**src/rtl/hazard_stall_ctrl_if.sv**
```systemverilog
// ID-stage hazard bundle: decoded operands and branch in, register
// enables, bubble controls and event counters out.
interface hazard_stall_ctrl_if;
  logic        valid_ID;
  logic [4:0]  rs1_ID;
  logic        rs1_use_ID;
  logic [4:0]  rs2_ID;
  logic        rs2_use_ID;
  logic [4:0]  rd_ID;
  logic        reg_write_ID;
  logic        branch_taken_EX;
  logic        en_PC;
  logic        en_IFID;
  logic        NOP_IFID;
  logic        NOP_IDEX;
  logic [31:0] stall_cnt;
  logic [31:0] flush_cnt;

  modport master (
    output valid_ID,
    output rs1_ID,
    output rs1_use_ID,
    output rs2_ID,
    output rs2_use_ID,
    output rd_ID,
    output reg_write_ID,
    output branch_taken_EX,
    input  en_PC,
    input  en_IFID,
    input  NOP_IFID,
    input  NOP_IDEX,
    input  stall_cnt,
    input  flush_cnt
  );

  modport slave (
    input  valid_ID,
    input  rs1_ID,
    input  rs1_use_ID,
    input  rs2_ID,
    input  rs2_use_ID,
    input  rd_ID,
    input  reg_write_ID,
    input  branch_taken_EX,
    output en_PC,
    output en_IFID,
    output NOP_IFID,
    output NOP_IDEX,
    output stall_cnt,
    output flush_cnt
  );
endinterface

```
**src/rtl/hazard_stall_ctrl.sv**
```systemverilog
// Stall/flush controller beside ID: scoreboards in-flight destinations,
// stalls dependent reads and squashes wrong-path fetches on taken branches.
module hazard_stall_ctrl #(
  parameter int HAZ_DEPTH = 2
) (
  input  logic              clk_HZD,
  input  logic              rst_n_HZD,
  hazard_stall_ctrl_if.slave hz
);

  typedef struct packed {
    logic       v;
    logic [4:0] rd;
  } sb_ent_t;

  sb_ent_t     sb_q [HAZ_DEPTH];
  sb_ent_t     sb_d [HAZ_DEPTH];
  logic [31:0] stall_cnt_q;
  logic [31:0] stall_cnt_d;
  logic [31:0] flush_cnt_q;
  logic [31:0] flush_cnt_d;

  logic rs1_hit;
  logic rs2_hit;
  logic hazard;
  logic flush;
  logic stall;
  logic in_rst;
  logic do_flush;
  logic do_stall;

  always_comb begin
    rs1_hit = 1'b0;
    rs2_hit = 1'b0;
    for (int i = 0; i < HAZ_DEPTH; i++) begin
      if (sb_q[i].v && (sb_q[i].rd == hz.rs1_ID))
        rs1_hit = 1'b1;
      if (sb_q[i].v && (sb_q[i].rd == hz.rs2_ID))
        rs2_hit = 1'b1;
    end
    // x0 and unused operands can never be hazards
    if (!hz.rs1_use_ID || (hz.rs1_ID == 5'd0))
      rs1_hit = 1'b0;
    if (!hz.rs2_use_ID || (hz.rs2_ID == 5'd0))
      rs2_hit = 1'b0;
  end

  assign hazard = hz.valid_ID & (rs1_hit | rs2_hit);
  assign flush  = hz.branch_taken_EX;
  assign stall  = hazard & ~flush;

  assign in_rst   = ~rst_n_HZD;
  assign do_flush = rst_n_HZD & flush;
  assign do_stall = rst_n_HZD & stall;

  always_comb begin
    hz.en_PC    = 1'b1;
    hz.en_IFID  = 1'b1;
    hz.NOP_IFID = 1'b0;
    hz.NOP_IDEX = 1'b0;
    unique case (1'b1)
      in_rst: begin
        hz.en_PC    = 1'b0;
        hz.en_IFID  = 1'b0;
        hz.NOP_IDEX = 1'b1;
      end
      do_flush: begin
        hz.NOP_IFID = 1'b1;
        hz.NOP_IDEX = 1'b1;
      end
      do_stall: begin
        hz.en_PC    = 1'b0;
        hz.en_IFID  = 1'b0;
        hz.NOP_IDEX = 1'b1;
      end
      default: ;
    endcase
  end

  always_comb begin
    sb_d[0] = '0;
    if (!flush && !stall) begin
      sb_d[0].v  = hz.valid_ID & hz.reg_write_ID &
                   (hz.rd_ID != 5'd0);
      sb_d[0].rd = hz.rd_ID;
    end
    for (int i = 1; i < HAZ_DEPTH; i++)
      sb_d[i] = sb_q[i-1];
  end

  always_comb begin
    stall_cnt_d = stall_cnt_q + {31'd0, stall};
    flush_cnt_d = flush_cnt_q + {31'd0, flush};
  end

  always_ff @(posedge clk_HZD or negedge rst_n_HZD) begin
    if (!rst_n_HZD) begin
      for (int i = 0; i < HAZ_DEPTH; i++)
        sb_q[i] <= '0;
      stall_cnt_q <= '0;
      flush_cnt_q <= '0;
    end else begin
      for (int i = 0; i < HAZ_DEPTH; i++)
        sb_q[i] <= sb_d[i];
      stall_cnt_q <= stall_cnt_d;
      flush_cnt_q <= flush_cnt_d;
    end
  end

  assign hz.stall_cnt = stall_cnt_q;
  assign hz.flush_cnt = flush_cnt_q;

endmodule

```
**src/flat_wrapper.sv**
```systemverilog
// flat-port wrapper written by rule: the top's interface ports become plain ports
module hazard_stall_ctrl_flat 
#(
  parameter int HAZ_DEPTH = 2
)
  (clk_HZD, rst_n_HZD, hz_valid_ID, hz_rs1_ID, hz_rs1_use_ID, hz_rs2_ID, hz_rs2_use_ID, hz_rd_ID, hz_reg_write_ID, hz_branch_taken_EX, hz_en_PC, hz_en_IFID, hz_NOP_IFID, hz_NOP_IDEX, hz_stall_cnt, hz_flush_cnt);
  hazard_stall_ctrl_if hz_i ();
  input  logic clk_HZD;
  input  logic rst_n_HZD;
  input wire logic [$bits(hz_i.valid_ID)-1:0] hz_valid_ID;
  input wire logic [$bits(hz_i.rs1_ID)-1:0] hz_rs1_ID;
  input wire logic [$bits(hz_i.rs1_use_ID)-1:0] hz_rs1_use_ID;
  input wire logic [$bits(hz_i.rs2_ID)-1:0] hz_rs2_ID;
  input wire logic [$bits(hz_i.rs2_use_ID)-1:0] hz_rs2_use_ID;
  input wire logic [$bits(hz_i.rd_ID)-1:0] hz_rd_ID;
  input wire logic [$bits(hz_i.reg_write_ID)-1:0] hz_reg_write_ID;
  input wire logic [$bits(hz_i.branch_taken_EX)-1:0] hz_branch_taken_EX;
  output wire logic [$bits(hz_i.en_PC)-1:0] hz_en_PC;
  output wire logic [$bits(hz_i.en_IFID)-1:0] hz_en_IFID;
  output wire logic [$bits(hz_i.NOP_IFID)-1:0] hz_NOP_IFID;
  output wire logic [$bits(hz_i.NOP_IDEX)-1:0] hz_NOP_IDEX;
  output wire logic [$bits(hz_i.stall_cnt)-1:0] hz_stall_cnt;
  output wire logic [$bits(hz_i.flush_cnt)-1:0] hz_flush_cnt;
  assign hz_i.valid_ID = hz_valid_ID;
  assign hz_i.rs1_ID = hz_rs1_ID;
  assign hz_i.rs1_use_ID = hz_rs1_use_ID;
  assign hz_i.rs2_ID = hz_rs2_ID;
  assign hz_i.rs2_use_ID = hz_rs2_use_ID;
  assign hz_i.rd_ID = hz_rd_ID;
  assign hz_i.reg_write_ID = hz_reg_write_ID;
  assign hz_i.branch_taken_EX = hz_branch_taken_EX;
  assign hz_en_PC = hz_i.en_PC;
  assign hz_en_IFID = hz_i.en_IFID;
  assign hz_NOP_IFID = hz_i.NOP_IFID;
  assign hz_NOP_IDEX = hz_i.NOP_IDEX;
  assign hz_stall_cnt = hz_i.stall_cnt;
  assign hz_flush_cnt = hz_i.flush_cnt;
  hazard_stall_ctrl #(.HAZ_DEPTH(HAZ_DEPTH)) u_core (.clk_HZD(clk_HZD), .rst_n_HZD(rst_n_HZD), .hz(hz_i));
endmodule
```
**config.mk**
```make
export PLATFORM = sky130hd
export DESIGN_NAME = hazard_stall_ctrl_flat
export DESIGN_NICKNAME = d
export VERILOG_FILES = /design/src/rtl/hazard_stall_ctrl_if.sv /design/src/rtl/hazard_stall_ctrl.sv /design/src/flat_wrapper.sv
export SDC_FILE = /design/constraint.sdc
export NUM_CORES = 1
export LEC_CHECK = 0
export ABC_CLOCK_PERIOD_IN_PS = 6800
export CAP_MARGIN = 5
export CORE_MARGIN = 5
export CORE_UTILIZATION = 52
export CTS_CLUSTER_SIZE = 20
export DETAILED_ROUTE_END_ITERATION = 6
export PLACE_DENSITY = 0.95
export SLEW_MARGIN = 20
export SYNTH_ARGS = -nofsm -noshare
export SYNTH_HDL_FRONTEND = slang
export SYNTH_SLANG_ARGS = --single-unit
```
**constraint.sdc**
```tcl
create_clock -name clk_HZD -period 6.8 [get_ports clk_HZD]
set_clock_uncertainty 0.1 [all_clocks]
set_input_delay 1.36 -clock clk_HZD [delete_from_list [all_inputs] [get_ports clk_HZD]]
set_output_delay 1.36 -clock clk_HZD [all_outputs]
set_load 0.01 [all_outputs]
```
* Yosys cells after proc, flatten, opt, wreduce, memory -nomap -nowiden *
Cells that the tools add are included.

operators by class
  reduce and logical (&&, ||, !) cells = 16
  equal/unequal tests = 4
  mux-type cells = 10
  bitwise gates (word level) = 9
  $add $sub $neg = 2

operators by type and width
  operator             count
  $add A32 B1 Y32      2
  $eq A5 B5 Y1         4
  $logic_not A5 Y1     2
  $mux W1              9
  $and A1 B1 Y1        6
  $mux W6              1
  $logic_and A1 B1 Y1  5
  $reduce_bool A5 Y1   1
  $logic_not A1 Y1     4
  $reduce_or A3 Y1     1
  $logic_or A1 B1 Y1   2
  $not A1 Y1           2
  $reduce_or A2 Y1     1
  $or A1 B1 Y1         1

word-level totals
  logic and storage cells = 47
  bits of input ports = 22
  register bits after elaboration = 76
  output and inout port bits = 68

* Logic depth before layout (Yosys ltp) *
Gate-level depths: netlist of the first run.

  word-level depth = 11
  gate-level depth with buffers = 12
  depth with buffers taken out = 12

* Worst setup path before layout of the first run *
No wires, ideal clock.

  path type = input to output
  start = in hz_rs1_ID[1]
  end = out hz_NOP_IDEX
  arrival time = 2.827 ns
  cell stages on the path = 5
  setup slack = 2.513 ns
  path through = or4_1 o21a_1 and2_0 a32o_2 or3b_1

between the ends
  cells in the longest elaborated chain, start to end = 11

RTL lines
  what                                   RTL line                 text
  from (decl)                            flat_wrapper.sv:11       input wire logic [$bits(hz_i.rs1_ID)-1:0] hz_rs1_ID;
  $eq A5 B5 Y1                           hazard_stall_ctrl.sv:36  if (sb_q[i].v && (sb_q[i].rd == hz.rs1_ID))
  $logic_and A1 B1 Y1                    hazard_stall_ctrl.sv:36
  $mux W1 (2 in series)                  hazard_stall_ctrl.sv:36
  $mux W1 (*)                            hazard_stall_ctrl.sv:42  if (!hz.rs1_use_ID || (hz.rs1_ID == 5'd0))
  $or A1 B1 Y1 (*)                       hazard_stall_ctrl.sv:48  assign hazard = hz.valid_ID & (rs1_hit | rs2_hit);
  $and A1 B1 Y1 (*)                      hazard_stall_ctrl.sv:48
  $and A1 B1 Y1 (*)                      hazard_stall_ctrl.sv:50  assign stall = hazard & ~flush;
  $and A1 B1 Y1 (*)                      hazard_stall_ctrl.sv:54  assign do_stall = rst_n_HZD & stall;
  $reduce_or A3 Y1 (no source line) (*)  -
  $mux W1 (*)                            hazard_stall_ctrl.sv:61  unique case (1'b1)
  to (decl)                              flat_wrapper.sv:21       output wire logic [$bits(hz_i.NOP_IDEX)-1:0] hz_NOP_IDEX;

Every way passes the cells marked *; elsewhere a longest branch is shown, timed or not.

* Worst setup path in the final report of the first run *
Ends and elaborated chain as after synthesis.

==> results of run 1 <==
through the flow:
stage	total power, µW	hold WS (ps)	util	area (µm²)
finish	1010	335	0.721	4580
global route	1060	344	0.721	4580
CTS	1020	323	0.721	4580
detailed placement	660	306	0.688	4370
global placement	654	309	0.688	4370
floorplan	573	274	-	3390
worst min path at each step:
| stage | end |
|---|---|
| floorplan | u_core.sb_q[5] |
| global placement | u_core.sb_q[5] |
| detailed placement | u_core.sb_q[5] |
| CTS | u_core.sb_q[5] |
| global route | u_core.sb_q[5] |
| finish | u_core.sb_q[5] |
metal layers:
layer  up-vias  part of all wire  global-route usage  wire, µm
met5         -                 0                   0         0
met4         0             0.020              0.0782       148
met3        17             0.042              0.0425       314
met2        66              0.51               0.311      3800
met1      1228              0.43               0.231      3210
li1       1212                 -                   -         -
cells in the final DEF, fill, tap and decap left out, types with 5 or more instances in the layout:
cell | Yosys | routed
and3_1 | 9 | 9
and4_1 | 7 | 7
clkbuf_8 | 0 | 9
clkdlybuf4s50_1 | 0 | 88
dfrtp_1 | 76 | 76
nand2_1 | 31 | 31
nand3_1 | 18 | 18
nand4_1 | 19 | 19
nor2_1 | 19 | 19
nor3b_1 | 5 | 5
xnor2_1 | 61 | 61
xor2_1 | 19 | 19
power by group through the flow:
stage | logic, µW | registers [µW] | clock network [µW]
floorplan | 48.9 | 524 | 0
global placement | 137 | 518 | 0
detailed placement | 141 | 519 | 0
CTS | 141 | 511 | 370
global route | 152 | 516 | 390
finish | 139 | 511 | 362
worst max-delay path: stages:
cell,delay [ps]
clkdlybuf4s50_1,470
or4_1,550
o21a_1,190
and2_0,150
a32o_2,260
or3b_1,350
clkdlybuf4s50_1,480
layout make-up:
class                      count  area [µm²]
multi-input combinational    217        1470
fill                         428        1770
clock inverter                 4        73.8
sequential                    76        1900
tap                           77        96.3
inverter                       2        7.51
clock buffer                  12         135
timing repair buffer          89         888
kinds of logic (layout without fill, tap and decap cells):
| group | Yosys count | count (layout) | synth area share |
|---|---|---|---|
| and+or+nand+nor | 126 | 126 | 0.197 |
| xor gates and xnor gates | 80 | 80 | 0.206 |
| DFF | 76 | 76 | 0.560 |
| AOI/OAI and AO/OA | 7 | 7 | 0.0158 |
| adders and majority gates | 4 | 4 | 0.0147 |
| buffers and inverters | 4 | 107 | 0.00553 |
flip-flops by register name, summed over array words and instances (netlist names):
register / flops
u_core.hz.flush_cnt: 32
u_core.hz.stall_cnt: 32
u_core.sb_d: 6
u_core.sb_q: 6
==> results.rst, run 1 <==
.. list-table::
   :header-rows: 1

   * - Metric
     - Value
   * - Outcome
     - finished, final reports clean
   * - Worst Setup Slack post-DPL
     - 1550 ps
   * - Hold WC Path Type
     - register to register
   * - Number of cell instances on the worst register-to-register path
     - 12
   * - Antenna diode count
     - 0
   * - Grt total ovfl
     - 0
   * - Via count of the first global-routing pass
     - 2,691
   * - Post-cts hold buffer count
     - 0
   * - Count of final max-slew check failures
     - 0
   * - Synth warn
     - 0
   * - Leakage dissipation
     - 0.00197 µW
   * - Global-route wire length before repair
     - 12,700 µm
   * - Sw Ratio
     - 0.245
   * - Synth cell count leaders
     - 76 x dfrtp_1, 61 x xnor2_1, 31 x nand2_1
   * - Mean cell area of the mapped netlist
     - 11.4 µm²
   * - Number of instances on the worst hold path
     - 0
   * - Maxcap violations
     - 0
   * - Clock edge transition at the registers on the reported setup and hold paths
     - 80 ps
   * - Number of failing hold endpoints at the final stage
     - 0
   * - Iteration-0 DRC count of the detailed router
     - 46
   * - Final Cycle Share
     - 0.773
   * - Post-Synthesis Cells
     - 297
   * - Crit start category
     - input pin
   * - Number of buffers between clock root and the deepest sink
     - 2
   * - Die width
     - 90.8 µm
   * - Critical Path Start
     - hz_rs1_ID[1]
   * - Initial core utilization
     - 0.535
   * - Fin Setup TNS
     - 0 ps
   * - Initial antenna violation count
     - 0
   * - Synth-to-Final Area Change
     - 34.8%
   * - Arrival time worst endpoint
     - 3800 ps
   * - Standard-cell rows
     - 29
   * - DRC violation count after routing
     - 0
   * - Routed Wire Length
     - 7480 µm
   * - Number of buffers added by the clock tree synthesis step
     - 9
   * - Critical path endpoint
     - hz_NOP_IDEX
   * - Total Nets Final
     - 421
   * - Count of endpoints failing setup in the final report
     - 0
   * - Final instance count without filler cells
     - 477
   * - Worst R2R Start
     - u_core.sb_d[0]
   * - Part of the total power dissipated in combinational logic
     - 0.137
   * - Clock latency at the later pin of the worst-skew pair
     - 330 ps
   * - Final critical delay including setup and external delays
     - 5260 ps
   * - Number of detailed-route iterations in the first pass
     - 4
   * - Cell chosen for the clock root
     - clkbuf_8
   * - Vias/cell
     - 5.29
   * - Area share of the largest cell type after synthesis
     - 0.560
   * - Number of clock sinks
     - 76
   * - Rel. slew slack
     - 0.369
   * - TritonCTS clock tree
     - yes
   * - Slew at the pin closest to its max-slew limit
     - 947 ps
   * - Timing-limited maximum frequency
     - 0.190 GHz
   * - Final weighted congestion in routability-driven placement
     - 0.853
   * - Post-detailed-route wirelength per cell
     - 15.7 µm
   * - Cell types with the largest area share after synthesis
     - dfrtp_1 56%, xnor2_1 16%, xor2_1 4.9%, nand4_1 3.5%, nand2_1 3.4%
   * - Count of nets left with antenna violations after detail routing
     - 0
   * - Unrepaired setup endpoints after global routing
     - no
   * - Power density over the cells
     - 221 nW/µm²
   * - Startpoint of the lowest-slack hold path
     - u_core.sb_d[5]
   * - Global-route usage over all layers
     - 0.186
   * - Full die area
     - 8240 µm²
   * - Worst reg2reg endpoint
     - u_core.hz.stall_cnt[26]
   * - Number of placed instances, taps included
     - 461
   * - Setup crit end kind
     - primary output
   * - EDFF count, synth
     - 0
   * - Total vias in the final route
     - 2,523
   * - Flip-flop and latch count after synthesis
     - 76
   * - Post-cts repair resize count
     - 0
   * - Most used standard cell by instance count after synthesis
     - dfrtp_1
   * - Sw power
     - 248 µW
   * - Number of levels the H-tree was split into
     - 3
   * - Register-to-register setup slack
     - 3450 ps
   * - Worst setup slack after layout
     - 1540 ps
   * - Cell area after synthesis
     - 3390 µm²
   * - Io pins
     - 90
   * - Core outline area
     - 6350 µm²
   * - Critical path peak fanout
     - 6
   * - Synthesized Nets
     - 323
   * - Setup Buffers After CTS
     - 0
   * - Maximum number of pins on one net before global-route repair
     - 80
   * - Cell type with the largest total area after synthesis
     - dfrtp_1
   * - Worst-case vdd ir drop
     - 0.000199 V
   * - Sequential fraction of the synthesis area
     - 0.560
   * - IO Port Bufs
     - 89
   * - Critical path required time
     - 5340 ps
   * - Chip height
     - 90.8 µm
   * - Most used flip-flop cell after synthesis
     - dfrtp_1
   * - Fraction of layout instances using a drive strength above 1
     - 0.0375
   * - Async set-reset flop share out of synthesis
     - 1.00
   * - Detailed placer's ending HPWL
     - 5550 µm
   * - Critical setup path kind
     - input pin to primary output
   * - Post-synth cell types
     - 27
   * - Part of the power in the clock network
     - 0.357
   * - Internal power contribution
     - 765 µW
   * - Sequential power share
     - 0.505
(Power assumes the default switching activity.)
==> run 2: changes to the inputs <==
--- a/config.mk
+++ b/config.mk
@@ -5,13 +5,13 @@
 export SDC_FILE = /design/constraint.sdc
 export NUM_CORES = 1
 export LEC_CHECK = 0
-export ABC_CLOCK_PERIOD_IN_PS = 6800
+export ABC_CLOCK_PERIOD_IN_PS = 4700
 export CAP_MARGIN = 5
 export CORE_MARGIN = 5
-export CORE_UTILIZATION = 52
+export CORE_UTILIZATION = 44
 export CTS_CLUSTER_SIZE = 20
 export DETAILED_ROUTE_END_ITERATION = 6
-export PLACE_DENSITY = 0.95
+export PLACE_DENSITY = 0.87
 export SLEW_MARGIN = 20
 export SYNTH_ARGS = -nofsm -noshare
 export SYNTH_HDL_FRONTEND = slang
==> constraint.sdc (replaced) <==
create_clock -name clk_HZD -period 4.7 [get_ports clk_HZD]
set_clock_uncertainty 0.1 [all_clocks]
set_input_delay 0.94 -clock clk_HZD [delete_from_list [all_inputs] [get_ports clk_HZD]]
set_output_delay 0.94 -clock clk_HZD [all_outputs]
set_load 0.01 [all_outputs]
==> run 2 against run 1 <==
Compared with the run above: global-route usage fell by 3.1 points; clock-buffer cell count fell by 1; wire length fell by 4.4%; die area grew 16%; register-to-register slack got worse by 2000 ps; sequential power grew 44%; worst setup slack got worse by 1300 ps; sequential share of layout area fell by 0.48 points; largest cell class unchanged.
==> results.rst, run 2 (synthesized netlist as in run 1, its figures left out) <==
.. list-table::
   :header-rows: 1

   * - Metric
     - Value
   * - Global-route usage over all layers
     - 0.155
   * - Standard-cell rows
     - 32
   * - Fin Setup TNS
     - 0 ps
   * - Worst R2R Start
     - u_core.sb_d[0]
   * - Leakage dissipation
     - 0.00199 µW
   * - Maximum number of pins on one net before global-route repair
     - 57
   * - Grt total ovfl
     - 0
   * - Initial core utilization
     - 0.446
   * - Power density over the cells
     - 320 nW/µm²
   * - Final Cycle Share
     - 0.952
   * - TritonCTS clock tree
     - yes
   * - Number of buffers added by the clock tree synthesis step
     - 9
   * - Io pins
     - 90
   * - Total Nets Final
     - 423
   * - Number of instances on the worst hold path
     - 0
   * - Number of failing hold endpoints at the final stage
     - 0
   * - Critical path peak fanout
     - 6
   * - Rel. slew slack
     - 0.541
   * - Antenna diode count
     - 0
   * - Number of clock sinks
     - 76
   * - Detailed placer's ending HPWL
     - 5370 µm
   * - Final weighted congestion in routability-driven placement
     - 0.891
   * - Timing-limited maximum frequency
     - 0.223 GHz
   * - Worst hold slack
     - 323 ps
   * - Routed Wire Length
     - 7150 µm
   * - Maxcap violations
     - 0
   * - Setup crit end kind
     - primary output
   * - Cell chosen for the clock root
     - clkbuf_8
   * - Hold path endpoint
     - u_core.sb_q[5]
   * - Outcome
     - finished, final reports clean
   * - Slew at the pin closest to its max-slew limit
     - 688 ps
   * - Critical path required time
     - 3660 ps
   * - DRC violation count after routing
     - 0
   * - Count of final max-slew check failures
     - 0
   * - Fraction of layout instances using a drive strength above 1
     - 0.0473
   * - Total vias in the final route
     - 2,540
   * - Register-to-register setup slack
     - 1470 ps
   * - Number of detailed-route iterations in the first pass
     - 4
   * - IO Port Bufs
     - 89
   * - Internal power contribution
     - 1120 µW
   * - Final critical delay including setup and external delays
     - 4480 ps
   * - Arrival time worst endpoint
     - 3440 ps
   * - Setup Buffers After CTS
     - 0
   * - Post-cts hold buffer count
     - 0
   * - Chip height
     - 97.8 µm
   * - Startpoint of the lowest-slack hold path
     - u_core.sb_d[5]
   * - Count of endpoints failing setup in the final report
     - 0
   * - Sw Ratio
     - 0.245
   * - Critical setup path kind
     - input pin to primary output
   * - Post-cts repair resize count
     - 0
   * - Number of buffers between clock root and the deepest sink
     - 2
   * - Vias/cell
     - 5.04
   * - Full die area
     - 9570 µm²
   * - Part of the total power dissipated in combinational logic
     - 0.136
   * - Number of levels the H-tree was split into
     - 3
   * - Worst reg2reg endpoint
     - u_core.hz.stall_cnt[28]
   * - Worst-case vdd ir drop
     - 0.000284 V
   * - Global-route wire length before repair
     - 12,200 µm
   * - Synth-to-Final Area Change
     - 36.4%
   * - Core outline area
     - 7610 µm²
   * - Crit start category
     - input pin
   * - Hold WC Path Type
     - register to register
   * - Part of the power in the clock network
     - 0.366
   * - Most frequent standard cell in the layout excluding fill and tap cells
     - clkdlybuf4s50_1
   * - Die width
     - 97.8 µm
   * - Clock edge transition at the registers on the reported setup and hold paths
     - 80 ps
   * - Sw power
     - 362 µW
   * - Number of cell instances on the worst register-to-register path
     - 12
   * - Most used cells in the layout excluding fill and tap cells
     - 88 x clkdlybuf4s50_1, 76 x dfrtp_1, 61 x xnor2_1
   * - Post-detailed-route wirelength per cell
     - 14.2 µm
   * - Iteration-0 DRC count of the detailed router
     - 87
   * - Clock latency at the later pin of the worst-skew pair
     - 340 ps
   * - Count of nets left with antenna violations after detail routing
     - 0
   * - Filler cell count in the final layout
     - 604
   * - Unrepaired setup endpoints after global routing
     - no
   * - Via count of the first global-routing pass
     - 2,611
   * - Sequential power share
     - 0.498
   * - Initial antenna violation count
     - 0
==> run 2: power groups by stage <==
stage / registers, µW / clock network [µW] / logic (µW)
6_report: 737 / 541 / 202
2_1_floorplan: 759 / 0 / 70.7
4_1_cts: 738 / 559 / 206
5_1_grt: 745 / 584 / 222
3_3_place_gp: 749 / 0 / 201
3_5_place_dp: 750 / 0 / 204
==> run 2: critical path: stages <==
cell and delay [ps]:
clkdlybuf4s50_1 500, or4_1 560, o21a_1 190, and2_0 150, a32o_2 260, or3b_1 350
clkdlybuf4s50_1 490
==> run 2: worst max path at each step <==
| stage | startpoint | endpoint | slack (ps) | cells after the start |
|---|---|---|---|---|
| final | hz_rs1_ID[1] | hz_NOP_IDEX | 220 | 7 |
| after floorplan | hz_rs1_ID[1] | hz_NOP_IDEX | 1250 | 5 |
| after CTS | hz_rs1_ID[1] | hz_NOP_IDEX | 230 | 7 |
| after global placement | hz_rs1_ID[1] | hz_NOP_IDEX | 260 | 7 |
| after global routing | hz_rs1_ID[1] | hz_NOP_IDEX | 130 | 7 |
| after detailed placement | hz_rs1_ID[1] | hz_NOP_IDEX | 240 | 7 |
==> run 2: per-stage QoR <==
step | setup slack, ps | area, µm² | total power, µW | util | instances
after floorplan | 1250 | 3390 | 829 | - | 297
after global placement | 260 | 4410 | 950 | 0.580 | 488
after detailed placement | 243 | 4410 | 954 | 0.580 | 488
after CTS | 225 | 4630 | 1500 | 0.609 | 504
after global routing | 126 | 4630 | 1550 | 0.609 | 504
final | 225 | 4630 | 1480 | 0.609 | 504
==> run 2: area by class of cell <==
class	count	area [µm²]	share of cell area
Sequential cell	76	1900	0.411
Multi-Input combinational cell	217	1470	0.318
Timing Repair Buffer	91	903	0.195
Clock buffer	11	141	0.0305
Tap cell	102	128	0.0276
Clock inverter	5	75.1	0.0162
Inverter	2	7.51	0.00162
==> run 2: per-layer routing <==
metal / track usage / share of wire
met1: 0.193 / 0.45
met2: 0.252 / 0.49
met3: 0.0557 / 0.049
met5: 0 / 0
met4: 0.0511 / 0.0077
